### config.mk
export PLATFORM = sky130hd
export DESIGN_NAME = mmio_responder
export DESIGN_NICKNAME = d
export VERILOG_FILES = /design/src/rtl/mmio_responder.sv
export SDC_FILE = /design/constraint.sdc
export NUM_CORES = 1
export LEC_CHECK = 0
export ABC_AREA = 1
export CAP_MARGIN = 20
export CORE_MARGIN = 2
export CORE_UTILIZATION = 45
export CTS_BUF_LIST = sky130_fd_sc_hd__clkbuf_4
export DETAILED_ROUTE_END_ITERATION = 8
export PLACE_DENSITY = 0.61
export SLEW_MARGIN = 20
export SYNTH_ARGS = -nofsm -noshare
export SYNTH_HDL_FRONTEND = slang
export SYNTH_SLANG_ARGS = --single-unit
### constraint.sdc
create_clock -name clk -period 5.25 [get_ports clk]
set_input_delay 0.525 -clock clk [delete_from_list [all_inputs] [get_ports clk]]
set_output_delay 0.525 -clock clk [all_outputs]
set_load 0.02 [all_outputs]
### src/rtl/mmio_responder.sv
// mmio_responder: device-side MMIO responder for the CPU MEM stage.
// Decodes io_* loads/stores into status/control registers and two word FIFOs.
//   clk, rst         : single clock, synchronous active-high reset
//   io_addr/io_dout  : CPU byte address (bits [1:0] ignored) and store data
//   io_we/io_rd      : one-cycle store / load strobes
//   io_din           : combinational load data (zero when io_rd is low)
//   sw, led          : raw switch inputs (2-flop synchronized) and LED register
//   in_valid/in_data/in_ready    : producer -> input FIFO (CPU pops at 0x08)
//   out_valid/out_data/out_ready : output FIFO (CPU pushes at 0x00) -> consumer
// Build option: define MMIO_RESP_ERR_EN to keep the sticky error register at 0x18.
module mmio_responder #(
  parameter int DEPTH = 8,
  parameter int SW_W  = 16,
  parameter int LED_W = 16
) (
  input  logic             clk,
  input  logic             rst,
  input  logic [7:0]       io_addr,
  input  logic [31:0]      io_dout,
  input  logic             io_we,
  input  logic             io_rd,
  output logic [31:0]      io_din,
  input  logic [SW_W-1:0]  sw,
  output logic [LED_W-1:0] led,
  input  logic             in_valid,
  input  logic [31:0]      in_data,
  output logic             in_ready,
  output logic             out_valid,
  output logic [31:0]      out_data,
  input  logic             out_ready
);

  localparam int AW = (DEPTH > 1) ? $clog2(DEPTH) : 1;
  localparam int CW = AW + 1;
  localparam logic [CW-1:0] CNT_FULL = CW'(DEPTH);

  localparam logic [7:0] A_OUT_DATA = 8'h00;
  localparam logic [7:0] A_OUT_STAT = 8'h04;
  localparam logic [7:0] A_IN_DATA  = 8'h08;
  localparam logic [7:0] A_IN_STAT  = 8'h0C;
  localparam logic [7:0] A_LED      = 8'h10;
  localparam logic [7:0] A_SW       = 8'h14;
  localparam logic [7:0] A_ERR      = 8'h18;
  localparam logic [7:0] A_CYCLE    = 8'h1C;

  logic [7:0] reg_sel;
  logic       rd_op;

  assign reg_sel = io_addr & 8'hFC;
  // A store takes priority: read side-effects are suppressed when both strobes are high.
  assign rd_op   = io_rd & ~io_we;

  // ---------------- input FIFO ----------------
  logic [31:0]   in_mem [DEPTH];
  logic [AW-1:0] in_wr, in_rd;
  logic [CW-1:0] in_cnt;
  logic          in_full, in_empty, in_push, in_pop;

  assign in_full  = (in_cnt == CNT_FULL);
  assign in_empty = (in_cnt == '0);
  assign in_ready = ~in_full;
  assign in_push  = in_valid & ~in_full;
  assign in_pop   = rd_op & (reg_sel == A_IN_DATA) & ~in_empty;

  always_ff @(posedge clk) begin
    if (rst) begin
      in_wr  <= '0;
      in_rd  <= '0;
      in_cnt <= '0;
    end else begin
      if (in_push) begin
        in_mem[in_wr] <= in_data;
        in_wr         <= in_wr + AW'(1);
      end
      if (in_pop) in_rd <= in_rd + AW'(1);
      case ({in_push, in_pop})
        2'b10:   in_cnt <= in_cnt + CW'(1);
        2'b01:   in_cnt <= in_cnt - CW'(1);
        default: ;
      endcase
    end
  end

  // ---------------- output FIFO ----------------
  logic [31:0]   out_mem [DEPTH];
  logic [AW-1:0] out_wr, out_rd;
  logic [CW-1:0] out_cnt;
  logic          out_full, out_empty, out_push, out_pop;

  assign out_full  = (out_cnt == CNT_FULL);
  assign out_empty = (out_cnt == '0);
  assign out_valid = ~out_empty;
  // Gated so the head reads 0 while empty, since storage itself is not reset.
  assign out_data  = out_empty ? '0 : out_mem[out_rd];
  assign out_push  = io_we & (reg_sel == A_OUT_DATA) & ~out_full;
  assign out_pop   = out_valid & out_ready;

  always_ff @(posedge clk) begin
    if (rst) begin
      out_wr  <= '0;
      out_rd  <= '0;
      out_cnt <= '0;
    end else begin
      if (out_push) begin
        out_mem[out_wr] <= io_dout;
        out_wr          <= out_wr + AW'(1);
      end
      if (out_pop) out_rd <= out_rd + AW'(1);
      case ({out_push, out_pop})
        2'b10:   out_cnt <= out_cnt + CW'(1);
        2'b01:   out_cnt <= out_cnt - CW'(1);
        default: ;
      endcase
    end
  end

  // ---------------- LED, switches, cycle counter ----------------
  logic [SW_W-1:0] sw_s1, sw_s2;
  logic [31:0]     cycle;

  always_ff @(posedge clk) begin
    if (rst) begin
      led   <= '0;
      sw_s1 <= '0;
      sw_s2 <= '0;
      cycle <= '0;
    end else begin
      if (io_we && reg_sel == A_LED) led <= io_dout[LED_W-1:0];
      sw_s1 <= sw;
      sw_s2 <= sw_s1;
      cycle <= cycle + 32'd1;
    end
  end

  // ---------------- error register ----------------
  logic [1:0] err_rd;

`ifdef MMIO_RESP_ERR_EN
  logic [1:0] err;
  logic [1:0] err_set;
  logic       err_clr;

  assign err_set = {rd_op & (reg_sel == A_IN_DATA) & in_empty,
                    io_we & (reg_sel == A_OUT_DATA) & out_full};
  assign err_clr = rd_op & (reg_sel == A_ERR);

  // New errors OR in after the clear so a same-cycle event is not lost.
  always_ff @(posedge clk) begin
    if (rst) err <= '0;
    else     err <= (err_clr ? 2'b00 : err) | err_set;
  end

  assign err_rd = err;
`else
  assign err_rd = '0;
`endif

  // ---------------- read mux ----------------
  always_comb begin
    io_din = '0;
    if (io_rd) begin
      case (reg_sel)
        A_OUT_STAT: io_din = {22'b0, 9'(out_cnt), out_full};
        A_IN_DATA:  io_din = in_empty ? '0 : in_mem[in_rd];
        A_IN_STAT:  io_din = {22'b0, 9'(in_cnt), ~in_empty};
        A_LED:      io_din = 32'(led);
        A_SW:       io_din = 32'(sw_s2);
        A_ERR:      io_din = {30'b0, err_rd};
        A_CYCLE:    io_din = cycle;
        default:    io_din = '0;
      endcase
    end
  end

endmodule

==> impl_metrics.ini <==
[layout]
leading_cell_types_in_the_layout_fill_and_taps_excluded = 591 x sky130_fd_sc_hd__nor2_1, 512 x sky130_fd_sc_hd__edfxtp_1, 280 x sky130_fd_sc_hd__o21ai_0, 245 x sky130_fd_sc_hd__clkbuf_4, 209 x sky130_fd_sc_hd__nand2_1
layout-drive-gt1-share_pct = 15.0
area_delta_synth_final_pct = 18.6
layout.nets = 2689
layout_commonest_cell = sky130_fd_sc_hd__nor2_1

[power_and_ir_drop]
static-leakage-power_nw = 10.3
report.power.total_mw = 11.8
power.density_cell_area_mw_per_mm2 = 388
ir_drop_mv = 0.297

[detailed_routing]
via_count = 18078
wirelength_um = 66000
dr.pass1.iters = 5
routed_via_density = 5.22
drt_drc_violations_left = 0
detailedRoute.firstIterationViolations = 1434
ant_nets = 0
wl_per_cell_um = 19.1

[yosys]
synth.net_count = 2417
post_synth_instance_area_mm2 = 0.0256
seq_area_frac_synth_pct = 68.4
synth_largest_type_area_fraction_pct = 60.1
postSynthAreaPerCell_um2 = 11.1
syn-instance-count = 2312
ys.warnings.count = 0
synth.area.top_cells = sky130_fd_sc_hd__edfxtp_1 60%, sky130_fd_sc_hd__nor2_1 8.8%, sky130_fd_sc_hd__dfxtp_1 8.3%
postSynthRegisterBits = 618
synthDominantAreaCellType = sky130_fd_sc_hd__edfxtp_1
yosysUniqueCellTypes = 42

[cts]
clock_sinks = 618
cts.reportedPaths.clkPinSlew_ps = 60
h-tree-depth = 4
clock_tree_from_tritoncts = yes
clk_root_buffer_cell = sky130_fd_sc_hd__clkbuf_4
clock_tree.buffer_depth = 3
cts_setup_buffers = 0
clk-insertion-delay-late_ps = 970
cts-buffers-inserted = 163

[critical_path]
path_cells = buf_4 > nor2_1 > nor2_1 > o21ai_0 > nand3_1 > nand3_1 > a21oi_1 > clkdlybuf4s50_1
worst_path_dominant_cell_family = buffers and inverters
r2r.worst_path.cells = 7
ws_path_type = reg2out
r2r_slack_ps = 2280
crit_cells = 8
critPathRequiredTime_ps = 4720
timing.critical_path.to_type = output pin
timing.critical_path.from_type = flop
worst-path-buf-inv = 2
regToRegStartpoint = in_cnt[0]
regToRegEndpoint = in_mem[5][0]
worst-path-max-fanout = 52
cp_slowest_stage_delay_ps = 690
worst_path_max_delay_cell = sky130_fd_sc_hd__clkdlybuf4s50_1
worst_ep_arrival_time_ps = 3770
critical_path.endpoint = io_din[1]

[sta]
grt_setup_unrepaired = no
fin_ws_ps = 953
tightestPinTransition_ps = 1090
layout_min_cycle_time_ps = 4300
hold_slack_ps = 259
timing.final.crit_share_pct = 81.8
finalHoldViolations = 0
timing.slew.headroom_pct = 27.1
report.final.slew_viol_count = 0
setup_viol = 0
timing.setup.tns_ps = 0
finalClockSkew_ps = 44.2
fmaxAchievable_ghz = 0.233

[global_route]
use_met2_pct = 37.7
grt_use_met1_pct = 28.2
grt-ovfl-total = 0
groute.usage.overall_pct = 22.6
number_of_global_route_vias_before_repair = 17990
grt_most_used_layer = met2
grt_antenna_before_repair = 6
grt_pass1_wl_um = 101000
globalRouteMet3Util_pct = 5.46
grt_max_degree = 129

[die]
core_mm2 = 0.0563
die_height_um = 242
die-width_um = 242
die_area_mm2 = 0.0588
floorplan.io_pins = 176
rows = 87
start_util_pct = 45.5

[placement]
detailed_place_hpwl_um = 38800
port_buffers = 173
gp_routability_congestion = 0.857
dp_worst_setup_slack_ps = 1430

[outcome]
outcome = completed

[flow_run]
count_of_max_cap_constraint_violations = 0

[min_path]
min_path_type = in2reg
==> cell type report <==
type / instances / area, um^2
clock buffers: 245 / 1840
diodes: 3 / 7.51
well taps: 756 / 946
repair buffers: 226 / 2180
fillers: 4950 / 25900
clock inverters: 37 / 274
flip-flops and latches: 618 / 17500
multi-input cells: 1463 / 7180
inverters: 112 / 422
==> layer usage <==
metal,share of wire [%],routed length (um),vias to the layer above
met4,2.7,1760,6
li1,-,-,8655
met3,6.3,4170,109
met2,49,32600,569
met1,42,27400,8739
met5,0.058,38,-
==> worst reg2reg max path, cell delays in order (launching register included) <==
cell                      delay (ps)
sky130_fd_sc_hd__dfxtp_1         440
sky130_fd_sc_hd__nor2_1          110
sky130_fd_sc_hd__nand3_1         190
sky130_fd_sc_hd__nand2_1         250
sky130_fd_sc_hd__nor2_1          240
sky130_fd_sc_hd__nand2_1         260
sky130_fd_sc_hd__nor2_4          750
sky130_fd_sc_hd__buf_4           400
==> cell usage after synthesis <==
| library cell | number |
|---|---|
| sky130_fd_sc_hd__nor2_1 | 603 |
| sky130_fd_sc_hd__edfxtp_1 | 512 |
| sky130_fd_sc_hd__o21ai_0 | 280 |
| sky130_fd_sc_hd__nand2_1 | 209 |
| sky130_fd_sc_hd__inv_1 | 107 |
| sky130_fd_sc_hd__dfxtp_1 | 106 |
| sky130_fd_sc_hd__nand3_1 | 81 |
| sky130_fd_sc_hd__clkbuf_1 | 66 |
| sky130_fd_sc_hd__a21oi_1 | 43 |
| sky130_fd_sc_hd__mux2i_1 | 32 |
| sky130_fd_sc_hd__o22ai_1 | 32 |
| sky130_fd_sc_hd__a21oi_2 | 30 |
| sky130_fd_sc_hd__nand3_2 | 30 |
| sky130_fd_sc_hd__buf_2 | 27 |
| sky130_fd_sc_hd__o211ai_1 | 26 |
| sky130_fd_sc_hd__o21ai_1 | 23 |
| sky130_fd_sc_hd__nand4_1 | 12 |
| sky130_fd_sc_hd__nor3_1 | 12 |
| sky130_fd_sc_hd__buf_4 | 11 |
| sky130_fd_sc_hd__ha_1 | 11 |
| sky130_fd_sc_hd__buf_1 | 7 |
| sky130_fd_sc_hd__inv_2 | 5 |
| sky130_fd_sc_hd__nand3b_1 | 5 |
| sky130_fd_sc_hd__nor2_2 | 5 |
| sky130_fd_sc_hd__xor2_1 | 5 |
| sky130_fd_sc_hd__nand2_2 | 4 |
| sky130_fd_sc_hd__buf_12 | 3 |
| sky130_fd_sc_hd__buf_6 | 3 |
| sky130_fd_sc_hd__nor2_4 | 3 |
| sky130_fd_sc_hd__nor2_8 | 2 |
| sky130_fd_sc_hd__nor3_2 | 2 |
| sky130_fd_sc_hd__nor3b_1 | 2 |
| sky130_fd_sc_hd__o21a_1 | 2 |
| sky130_fd_sc_hd__or2_1 | 2 |
| sky130_fd_sc_hd__xnor2_1 | 2 |
| sky130_fd_sc_hd__and2_1 | 1 |
| sky130_fd_sc_hd__and2_4 | 1 |
| sky130_fd_sc_hd__and3_1 | 1 |
| sky130_fd_sc_hd__buf_8 | 1 |
| sky130_fd_sc_hd__clkbuf_2 | 1 |
| sky130_fd_sc_hd__nand2_4 | 1 |
| sky130_fd_sc_hd__o21bai_1 | 1 |
==> kinds of logic (layout without fill, tap and decap cells) <==
| kind of cell | Yosys count | after routing | synth area share (%) |
|---|---|---|---|
| AND/OR/NAND/NOR | 976 | 976 | 16.2 |
| flip-flops | 618 | 618 | 68.4 |
| AO/OA/AOI/OAI | 437 | 437 | 9.43 |
| buffers and inverters | 231 | 620 | 4.01 |
| multiplexers | 32 | 32 | 1.25 |
| adder cells (fa/ha/maj) | 11 | 11 | 0.538 |
| XOR/XNOR | 7 | 7 | 0.240 |
| other | 0 | 3 | 0 |
==> registers in the layout, summed over array words and instances (netlist names), named ones only <==
| register | cells |
|---|---|
| cycle | 32 |
| in_wr | 3 |
| in_mem | 256 |
| out_rd | 3 |
| in_cnt | 4 |
| sw_s2 | 16 |
| out_mem | 256 |
| sw_s1 | 16 |
| led | 16 |
| out_wr | 3 |
| in_rd | 3 |
| out_cnt | 4 |
==> metrics by stage <==
step	instances	utilization [%]	cell area, um^2
after floorplan	2312	-	25600
after global placement	3158	49.9	28100
after detailed placement	3158	49.9	28100
after CTS	3457	53.9	30300
after global routing	3460	53.9	30400
final	3460	53.9	30400
==> what timing repair did <==
action,in CTS,in global routing
gates resized for setup,0,0
endpoints found under the hold margin,24,0
hold buffers,17,0
endpoints found under the setup margin,0,0
==> power breakdown <==
part / switching, mW / leakage [nW] / total (mW) / internal, mW
clock: 1.95 / 1.25 / 4.26 / 2.32
sequential: 0.178 / 5.48 / 5.56 / 5.38
combinational: 1.19 / 3.56 / 1.95 / 0.763
total: 3.31 / 10.3 / 11.8 / 8.46
==> how the worst min path moves through the flow <==
stage	startpoint	end	slack (ps)	cells past startpoint
floorplan	sw_s1[0]	sw_s2[0]	390	2
global placement	sw_s1[14]	sw_s2[14]	400	2
detailed placement	sw_s1[10]	sw_s2[10]	400	2
CTS	in_data[14]	in_mem[0][14]	130	1
global route	in_data[8]	in_mem[1][8]	170	1
finish	in_data[15]	in_mem[1][15]	260	1
Note: power is estimated with default switching activity, not from simulation.
